**src/rtl/squash_game_ctrl_if.sv**
```systemverilog
// Signal bundle between squash_game_ctrl and its surroundings (board buttons, solo_squash core).
// master drives buttons/core events and reads controls; slave is the controller itself.
interface squash_game_ctrl_if #(
  parameter int SCORE_W = 8
);
  logic               frame_tick;
  logic               start_n;
  logic               pause_btn_n;
  logic               hit;
  logic               miss;
  logic               new_game_n;
  logic               pause_n;
  logic [2:0]         state;
  logic [2:0]         lives;
  logic [SCORE_W-1:0] score;

  modport master (
    output frame_tick, start_n, pause_btn_n, hit, miss,
    input  new_game_n, pause_n, state, lives, score
  );

  modport slave (
    input  frame_tick, start_n, pause_btn_n, hit, miss,
    output new_game_n, pause_n, state, lives, score
  );
endinterface

```
**src/rtl/squash_game_ctrl.sv**
```systemverilog
// Game-flow sequencer for solo_squash: attract/serve/play/pause/miss/over, button conditioning, lives and score.
// Optional macro SCORE_BCD_EN makes the score packed BCD instead of plain binary.
module squash_game_ctrl #(
  parameter int LIVES        = 3,
  parameter int SERVE_FRAMES = 60,
  parameter int MISS_FRAMES  = 30,
  parameter int SCORE_W      = 8
) (
  input  logic                 clk,
  input  logic                 reset,
  squash_game_ctrl_if.slave    bus
);

  typedef enum logic [2:0] {
    ST_ATTRACT = 3'd0,
    ST_SERVE   = 3'd1,
    ST_PLAY    = 3'd2,
    ST_PAUSED  = 3'd3,
    ST_MISS    = 3'd4,
    ST_OVER    = 3'd5
  } state_t;

  localparam logic [7:0] SERVE_LOAD = 8'(SERVE_FRAMES - 1);
  localparam logic [7:0] MISS_LOAD  = 8'(MISS_FRAMES - 1);
  localparam logic [2:0] LIVES_INIT = 3'(LIVES);

  state_t             r_state;
  logic [2:0]         r_lives;
  logic [SCORE_W-1:0] r_score;
  logic [7:0]         r_timer;
  logic               r_new_game_n;
  logic               r_pause_n;
  logic               r_hit_flag;
  logic               r_miss_flag;

  logic r_start_s1, r_start_s2, r_start_prev, r_start_deb;
  logic r_pause_s1, r_pause_s2, r_pause_prev, r_pause_deb;

  logic w_start_press;
  logic w_pause_press;
  logic w_hit;
  logic w_miss;

  // Debounced level follows the per-frame sample only when two consecutive samples agree.
  // Reset leaves everything at 0 (pressed) so a button held through reset needs a release first.
  always_ff @(posedge clk or posedge reset) begin
    if (reset) begin
      r_start_s1   <= 1'b0;
      r_start_s2   <= 1'b0;
      r_start_prev <= 1'b0;
      r_start_deb  <= 1'b0;
      r_pause_s1   <= 1'b0;
      r_pause_s2   <= 1'b0;
      r_pause_prev <= 1'b0;
      r_pause_deb  <= 1'b0;
    end else begin
      r_start_s1 <= bus.start_n;
      r_start_s2 <= r_start_s1;
      r_pause_s1 <= bus.pause_btn_n;
      r_pause_s2 <= r_pause_s1;
      if (bus.frame_tick) begin
        r_start_prev <= r_start_s2;
        r_pause_prev <= r_pause_s2;
        if (r_start_s2 == r_start_prev) r_start_deb <= r_start_s2;
        if (r_pause_s2 == r_pause_prev) r_pause_deb <= r_pause_s2;
      end
    end
  end

  assign w_start_press = bus.frame_tick && (r_start_s2 == r_start_prev) && !r_start_s2 && r_start_deb;
  assign w_pause_press = bus.frame_tick && (r_pause_s2 == r_pause_prev) && !r_pause_s2 && r_pause_deb;
  assign w_hit         = r_hit_flag  | bus.hit;
  assign w_miss        = r_miss_flag | bus.miss;

  function automatic logic [SCORE_W-1:0] score_inc(input logic [SCORE_W-1:0] s);
    logic [SCORE_W-1:0] v;
`ifdef SCORE_BCD_EN
    logic carry;
    v     = s;
    carry = 1'b1;
    for (int i = 0; i < SCORE_W / 4; i++) begin
      if (carry) begin
        if (v[i*4 +: 4] == 4'd9) begin
          v[i*4 +: 4] = 4'd0;
        end else begin
          v[i*4 +: 4] = v[i*4 +: 4] + 4'd1;
          carry       = 1'b0;
        end
      end
    end
    // Carry out of the top digit means the score was all 9s: hold it.
    if (carry) v = s;
`else
    if (&s) v = s;
    else    v = s + {{(SCORE_W-1){1'b0}}, 1'b1};
`endif
    return v;
  endfunction

  always_ff @(posedge clk or posedge reset) begin
    if (reset) begin
      r_state      <= ST_ATTRACT;
      r_lives      <= LIVES_INIT;
      r_score      <= '0;
      r_timer      <= 8'd0;
      r_new_game_n <= 1'b0;
      r_pause_n    <= 1'b0;
      r_hit_flag   <= 1'b0;
      r_miss_flag  <= 1'b0;
    end else begin
      if (bus.frame_tick) begin
        r_hit_flag  <= 1'b0;
        r_miss_flag <= 1'b0;
      end else begin
        if (bus.hit)  r_hit_flag  <= 1'b1;
        if (bus.miss) r_miss_flag <= 1'b1;
      end

      case (r_state)
        ST_ATTRACT: begin
          if (w_start_press) begin
            r_state <= ST_SERVE;
            r_lives <= LIVES_INIT;
            r_score <= '0;
            r_timer <= SERVE_LOAD;
          end
        end
        ST_SERVE: begin
          if (bus.frame_tick) begin
            if (r_timer == 8'd0) begin
              r_state      <= ST_PLAY;
              r_new_game_n <= 1'b1;
              r_pause_n    <= 1'b1;
            end else begin
              r_timer <= r_timer - 8'd1;
            end
          end
        end
        ST_PLAY: begin
          if (bus.frame_tick) begin
            // A miss swallows any hit from the same frame.
            if (w_miss) begin
              r_state   <= ST_MISS;
              r_pause_n <= 1'b0;
              r_timer   <= MISS_LOAD;
              if (r_lives != 3'd0) r_lives <= r_lives - 3'd1;
            end else begin
              if (w_pause_press) begin
                r_state   <= ST_PAUSED;
                r_pause_n <= 1'b0;
              end
              if (w_hit) r_score <= score_inc(r_score);
            end
          end
        end
        ST_PAUSED: begin
          if (w_start_press) begin
            r_state      <= ST_ATTRACT;
            r_new_game_n <= 1'b0;
            r_pause_n    <= 1'b0;
          end else if (w_pause_press) begin
            r_state   <= ST_PLAY;
            r_pause_n <= 1'b1;
          end
        end
        ST_MISS: begin
          if (bus.frame_tick) begin
            if (r_timer == 8'd0) begin
              if (r_lives == 3'd0) begin
                r_state <= ST_OVER;
              end else begin
                r_state      <= ST_SERVE;
                r_new_game_n <= 1'b0;
                r_timer      <= SERVE_LOAD;
              end
            end else begin
              r_timer <= r_timer - 8'd1;
            end
          end
        end
        ST_OVER: begin
          if (w_start_press) begin
            r_state      <= ST_SERVE;
            r_new_game_n <= 1'b0;
            r_lives      <= LIVES_INIT;
            r_score      <= '0;
            r_timer      <= SERVE_LOAD;
          end
        end
        default: begin
          r_state      <= ST_ATTRACT;
          r_new_game_n <= 1'b0;
          r_pause_n    <= 1'b0;
        end
      endcase
    end
  end

  assign bus.state      = r_state;
  assign bus.lives      = r_lives;
  assign bus.score      = r_score;
  assign bus.new_game_n = r_new_game_n;
  assign bus.pause_n    = r_pause_n;

endmodule

```
**src/flat_wrapper.sv**
```systemverilog
// flat-port wrapper written by rule: the top's interface ports become plain ports
module squash_game_ctrl_flat 
#(
  parameter int LIVES        = 3,
  parameter int SERVE_FRAMES = 60,
  parameter int MISS_FRAMES  = 30,
  parameter int SCORE_W      = 8
)
  (clk, reset, bus_frame_tick, bus_start_n, bus_pause_btn_n, bus_hit, bus_miss, bus_new_game_n, bus_pause_n, bus_state, bus_lives, bus_score);
  squash_game_ctrl_if #(.SCORE_W(SCORE_W)) bus_i ();
  input  logic clk;
  input  logic reset;
  input wire logic [$bits(bus_i.frame_tick)-1:0] bus_frame_tick;
  input wire logic [$bits(bus_i.start_n)-1:0] bus_start_n;
  input wire logic [$bits(bus_i.pause_btn_n)-1:0] bus_pause_btn_n;
  input wire logic [$bits(bus_i.hit)-1:0] bus_hit;
  input wire logic [$bits(bus_i.miss)-1:0] bus_miss;
  output wire logic [$bits(bus_i.new_game_n)-1:0] bus_new_game_n;
  output wire logic [$bits(bus_i.pause_n)-1:0] bus_pause_n;
  output wire logic [$bits(bus_i.state)-1:0] bus_state;
  output wire logic [$bits(bus_i.lives)-1:0] bus_lives;
  output wire logic [$bits(bus_i.score)-1:0] bus_score;
  assign bus_i.frame_tick = bus_frame_tick;
  assign bus_i.start_n = bus_start_n;
  assign bus_i.pause_btn_n = bus_pause_btn_n;
  assign bus_i.hit = bus_hit;
  assign bus_i.miss = bus_miss;
  assign bus_new_game_n = bus_i.new_game_n;
  assign bus_pause_n = bus_i.pause_n;
  assign bus_state = bus_i.state;
  assign bus_lives = bus_i.lives;
  assign bus_score = bus_i.score;
  squash_game_ctrl #(.LIVES(LIVES), .SERVE_FRAMES(SERVE_FRAMES), .MISS_FRAMES(MISS_FRAMES), .SCORE_W(SCORE_W)) u_core (.clk(clk), .reset(reset), .bus(bus_i));
endmodule
```
**config.mk**
```make
export PLATFORM = sky130hd
export DESIGN_NAME = squash_game_ctrl_flat
export DESIGN_NICKNAME = d
export VERILOG_FILES = /design/src/rtl/squash_game_ctrl_if.sv /design/src/rtl/squash_game_ctrl.sv /design/src/flat_wrapper.sv
export SDC_FILE = /design/constraint.sdc
export NUM_CORES = 1
export LEC_CHECK = 0
export ABC_AREA = 1
export CORE_ASPECT_RATIO = 2
export CORE_UTILIZATION = 55
export DETAILED_ROUTE_END_ITERATION = 10
export HOLD_SLACK_MARGIN = 0.12
export PLACE_DENSITY = 0.74
export SLEW_MARGIN = 20
export SYNTH_ARGS = -nofsm -noshare
export SYNTH_HDL_FRONTEND = slang
export SYNTH_SLANG_ARGS = --single-unit
```
**constraint.sdc**
```tcl
create_clock -name clk -period 4.6 [get_ports clk]
set_input_delay 0.69 -clock clk [delete_from_list [all_inputs] [get_ports clk]]
set_output_delay 0.69 -clock clk [all_outputs]
set_load 0.02 [all_outputs]
```
# Word level (Yosys, flattened, before mapping)
# Cells that the tools add are included.
[totals]
ff_bits = 34
input_bits = 7
output_inout_bits = 16
word_cells = 125
[classes]
add_sub_neg = 3
eq_ne = 24
mux = 49
n_bitwise = 4
n_reduce_logical = 29
[ops]
columns = ["op", "n"]
rows = [
  ["8-bit two-way mux", 13],
  ["3-bit two-way mux", 15],
  ["8-bit case mux with 4 select lines", 1],
  ["8-bit AND reduction", 3],
  ["8-bit case mux with 2 select lines", 1],
  ["1-bit two-way mux", 15],
  ["3-bit case mux with 5 select lines", 1],
  ["2-bit by 1-bit inequality test with 1-bit output, second input constant", 7],
  ["2-bit inequality test, second input constant", 7],
  ["6-bit AND reduction", 2],
  ["8-bit by 1-bit adder with 8-bit output, second input constant", 1],
  ["8-bit logical NOT", 1],
  ["1-bit case mux with 4 select lines", 2],
  ["8-bit by 1-bit subtractor with 8-bit output, second input constant", 1],
  ["7-bit AND reduction", 1],
  ["3-bit by 2-bit == test with 1-bit output, second input constant", 2],
  ["3-bit == test, second input constant", 2],
  ["1-bit logical AND", 6],
  ["3-bit logical NOT", 2],
  ["3-bit by 1-bit inequality test with 1-bit output, second input constant", 2],
  ["3-bit case mux with 2 select lines", 1],
  ["2-bit nonzero test", 3],
  ["2-bit OR reduction", 3],
  ["5-bit AND reduction", 1],
  ["other kinds (11)", 16],
]

# Longest topological paths before layout
[logic_depth]
ltp_word = 8
mapped_depth = 12
mapped_depth_nobuf = 11

# Worst setup path after synthesis
# OpenSTA, ideal clock, no wires.
[synth_path]
kind = "in2reg"
startpoint = "input bus_frame_tick"
endpoint = "register u_core.r_score[7] (netlist: u_core.bus.score[7])"
setup_ps = 118
arrival_ps = 1613
required_ps = 4482
path_slack_ps = 2869
cell_stages = 11
n_path_buf = 2
path_cell_list = "buf_6 inv_4 nor2_4 nand3_4 nand2_4 nand2_4 nor2_4 nand2_4 buf_12 nand2_2 o21ai_2"
[synth_between]
elab_chain_cells = 5
word_cells_on_any_way = 6
cone_classes = "2 x eq/ne; 4 x reduce/logical"
[synth_lines]
columns = ["element", "line", "source"]
rows = [
  ["start, declared", "flat_wrapper.sv:13", "input wire logic [$bits(bus_i.frame_tick)-1:0] bus_frame_tick;"],
  ["1-bit logical AND (3 in a row)", "squash_game_ctrl.sv:70", "assign w_start_press = bus.frame_tick && (r_start_s2 == r_start_prev) && !r_start_s2 && r_start_deb;"],
  ["2-bit by 1-bit inequality test with 1-bit output (no source line)", "--", ""],
  ["6-bit AND reduction (no source line) (*)", "--", ""],
  ["end signal, assigned", "squash_game_ctrl.sv:152", "if (w_hit) r_score <= score_inc(r_score);"],
  ["end, declared", "squash_game_ctrl.sv:29", "logic [SCORE_W-1:0] r_score;"],
]
# Mark *: on every way between the ends. The rest lies on a longest branch, timed or not.
# A chain may end at the register's enable or synchronous reset.

# Worst setup path after layout
[layout_path]
startpoint = "register u_core.r_state[1] (netlist: u_core.bus.state[1])"
endpoint = "output bus_state[1]"
[layout_lines]
columns = ["element", "line", "source"]
rows = [
  ["start, declared", "squash_game_ctrl.sv:27", "state_t r_state;"],
  ["start signal, assigned", "squash_game_ctrl.sv:102", "r_state <= ST_ATTRACT;"],
  ["start signal, assigned", "squash_game_ctrl.sv:122", "r_state <= ST_SERVE;"],
  ["start signal, assigned", "squash_game_ctrl.sv:131", "r_state <= ST_PLAY;"],
  ["end, declared", "flat_wrapper.sv:20", "output wire logic [$bits(bus_i.state)-1:0] bus_state;"],
]
# No word-level cell between the ends.

==> results.cfg <==
[timing]
final_min_period_over_clock_period_pct = 49.59
hold_viol = 0
layout_min_cycle_time_ns = 2.281
setup_ws_ns = 2.319
slew_headroom_pct = 70.60
fmax_mhz = 438.3
slew_viol_final = 0
tightest_slew_ns = 0.4410
setup_viol = 0
finalSetupTns_ns = 0
rsz0062_at_grt = false
finClkSkew_ns = 0.007412

[final_layout]
fin_cells = 381
n_antenna_cell = 0
nFillCells = 361
area_delta_synth_final_pct = 14.73
register_area_um2 = 853.3
multiInputGateArea_um2 = 1255
nNetsFinal = 341
drive_above_1_share_pct = 17.27

[placed_design]
io_buffer_count = 22
dp_cells = 373
preCtsSetupSlack_ns = 2.207
dp_hpwl_mm = 3.900
routabilityCongestion = 0.8249

[power]
switchingPower_w = 0.0009386
p_per_area_nw_per_um2 = 701.8
netSwitchingFraction_pct = 51.19
p_leak_nw = 1.316
intPower_w = 0.0008949
combPwrFrac_pct = 59.9
ir_drop_uv = 424.4
clkPwrFrac_pct = 12.9
seqPwrFrac_pct = 27.2

[grt]
antenna_found_initial = 0
grt_pass1_vias = 1996
gr-total-overflow = 0
grt.total_usage_pct = 27.72
grt_max_degree = 35
grt_pass1_wl_mm = 8.611

[logic_synthesis]
synth_cell_type_count = 29
synth_nets = 315
ys_ff_latch = 34
yosys_warnings = 0
synthFlopType = dfrtp_1
synth_edf_count = 0
yosys.area.top_type = dfrtp_1
synth-async-reset-ratio_pct = 100.0
synth_area_um2 = 2277
synth_common_cells = nand2_1 (99), dfrtp_1 (32), nand3_1 (31)
synth_most_common_cell = nand2_1
avgSynthCellArea_um2 = 7.515
synth_top_area_share_pct = 35.16
synth_area_leaders = dfrtp_1 (35%), nand2_1 (16%), nand3_1 (6.8%)
ys_seq_area_share_pct = 37.47
synth_cells = 303

[clock_network]
cts_root_buf = clkbuf_8
numCtsBuffers = 5
clk_path_buf_depth = 2
cts_resized = 0
path_clk_slew_ns = 0.07
clock_latency_ns = 0.29
numClockSinks = 34
post_cts_buffers = 0
htree_levels = 2
cts_tree = built
ctsHoldBuffers = 0

[die]
start_util_pct = 58.04
io_pins = 23
die_w_um = 47.50
core_area_um2 = 3924
fp.dieArea_um2 = 4418
fp.dieH_um = 93
rows = 32

[critical_path]
rr_worst_depth = 11
critPathLaunchType = flip-flop
reg2reg_slack_ns = 2.77
path_buf_inv = 1
critical_path_class = reg2out
crit_family = buffers and inverters
crit_slowest_cell = clkdlybuf4s50_1
crit_cells = 1
end_kind = output pin
critical_path.max_stage_delay_ns = 0.69
critPathMaxFanout = 10
endpoint = bus_state[1]
crit_arrival_ns = 1.59
r2r-start = u_core.r_timer[0]
crit_start = u_core.bus.state[1]
required_ns = 3.91
cp_cell_sequence = clkdlybuf4s50_1
worstReg2RegEnd = u_core.bus.state[1]

[run_status]
outcome = finished, final reports clean

[detailed_routing]
vias = 2006
m1WireLength_mm = 1.912
viasPerCell = 5.265
routed_wl_mm = 5.093
wl_per_cell_um = 13.37
first_iter_violations = 24
drt-pass1-iter-count = 4
met2_length_mm = 2.789
ant_nets = 0
met3_length_um = 120
top_layer_used = met4
drc = 0

[job]
drv_cap = 0

[min_path]
hold_path.class = reg2reg
## layout make-up
cell class / instances / share of cell area [%]
well taps: 51 / 2.443
clock buffers: 7 / 3.305
multi-input cells: 234 / 48.04
repair buffers: 23 / 8.716
clock inverters: 1 / 0.1916
flip-flops and latches: 34 / 32.66
inverters: 31 / 4.646
## worst min path at each step
stage                            startpoint                end  slack, ns  depth (start not counted)
after floorplan           u_core.r_pause_s1  u_core.r_pause_s2       0.33                          0
after global placement    u_core.r_start_s1  u_core.r_start_s2       0.33                          0
after detailed placement  u_core.r_start_s1  u_core.r_start_s2       0.34                          0
after CTS                 u_core.r_start_s1  u_core.r_start_s2       0.35                          0
after global routing      u_core.r_start_s1  u_core.r_start_s2       0.37                          0
final                     u_core.r_start_s1  u_core.r_start_s2       0.35                          0
## cell usage in the layout, fill, tap and decap left out, types with 5 or more instances in the layout
cell type | Yosys | final
nand2_1 | 99 | 99
dfrtp_1 | 32 | 32
nand3_1 | 31 | 31
nor2_1 | 26 | 26
inv_1 | 23 | 23
clkdlybuf4s50_1 | 0 | 22
o21ai_0 | 20 | 20
nor2_2 | 8 | 8
o21ai_2 | 8 | 8
nand2_4 | 6 | 6
nand2_2 | 6 | 6
clkbuf_8 | 0 | 6
inv_2 | 5 | 5
ha_1 | 5 | 5
## stage by stage
stage / hold WS [ns] / cell area, µm² / total power, W / util (%)
6_report: 0.3504 / 2613 / 0.001833 / 66.58
5_1_grt: 0.3668 / 2613 / 0.002017 / 66.58
4_1_cts: 0.3529 / 2613 / 0.001845 / 66.58
3_5_place_dp: 0.3373 / 2521 / 0.001606 / 64.25
3_3_place_gp: 0.3334 / 2521 / 0.001583 / 64.25
2_1_floorplan: 0.3312 / 2277 / 0.001363 / -
## flip-flops by register name (all words and copies together), names as in the netlist, 3 cells and up
name and count:
u_core.bus.state 3, u_core.r_timer 8, u_core.bus.score 8, u_core.bus.lives 3
## metal layers
layer	track usage [%]	vias to the layer above
met4	18.81	0
met3	3.861	21
li1	-	1014
met5	0	-
met2	47.60	40
met1	28.34	931
## logic make-up (layout without fill, tap and decap cells)
logic type               count (synthesis)  after routing  share of synthesized area [%]
AND/OR/NAND/NOR                        190            190                          41.26
adder cells (fa/ha/maj)                  5              5                          2.747
XOR/XNOR                                 3              3                          1.154
buffers and inverters                   35             62                          7.417
flip-flops                              34             34                          37.47
AO/OA/AOI/OAI                           36             36                          9.945
## power by group through the flow
stage	registers [W]	clock network, W	logic [W]
after floorplan	0.000513	0	0.000850
after CTS	0.000499	0.000238	0.00111
after global routing	0.000512	0.000253	0.00125
final	0.000499	0.000236	0.00110
after detailed placement	0.000505	0	0.00110
after global placement	0.000502	0	0.00108
No activity file was read; power rests on OpenSTA's default activity.
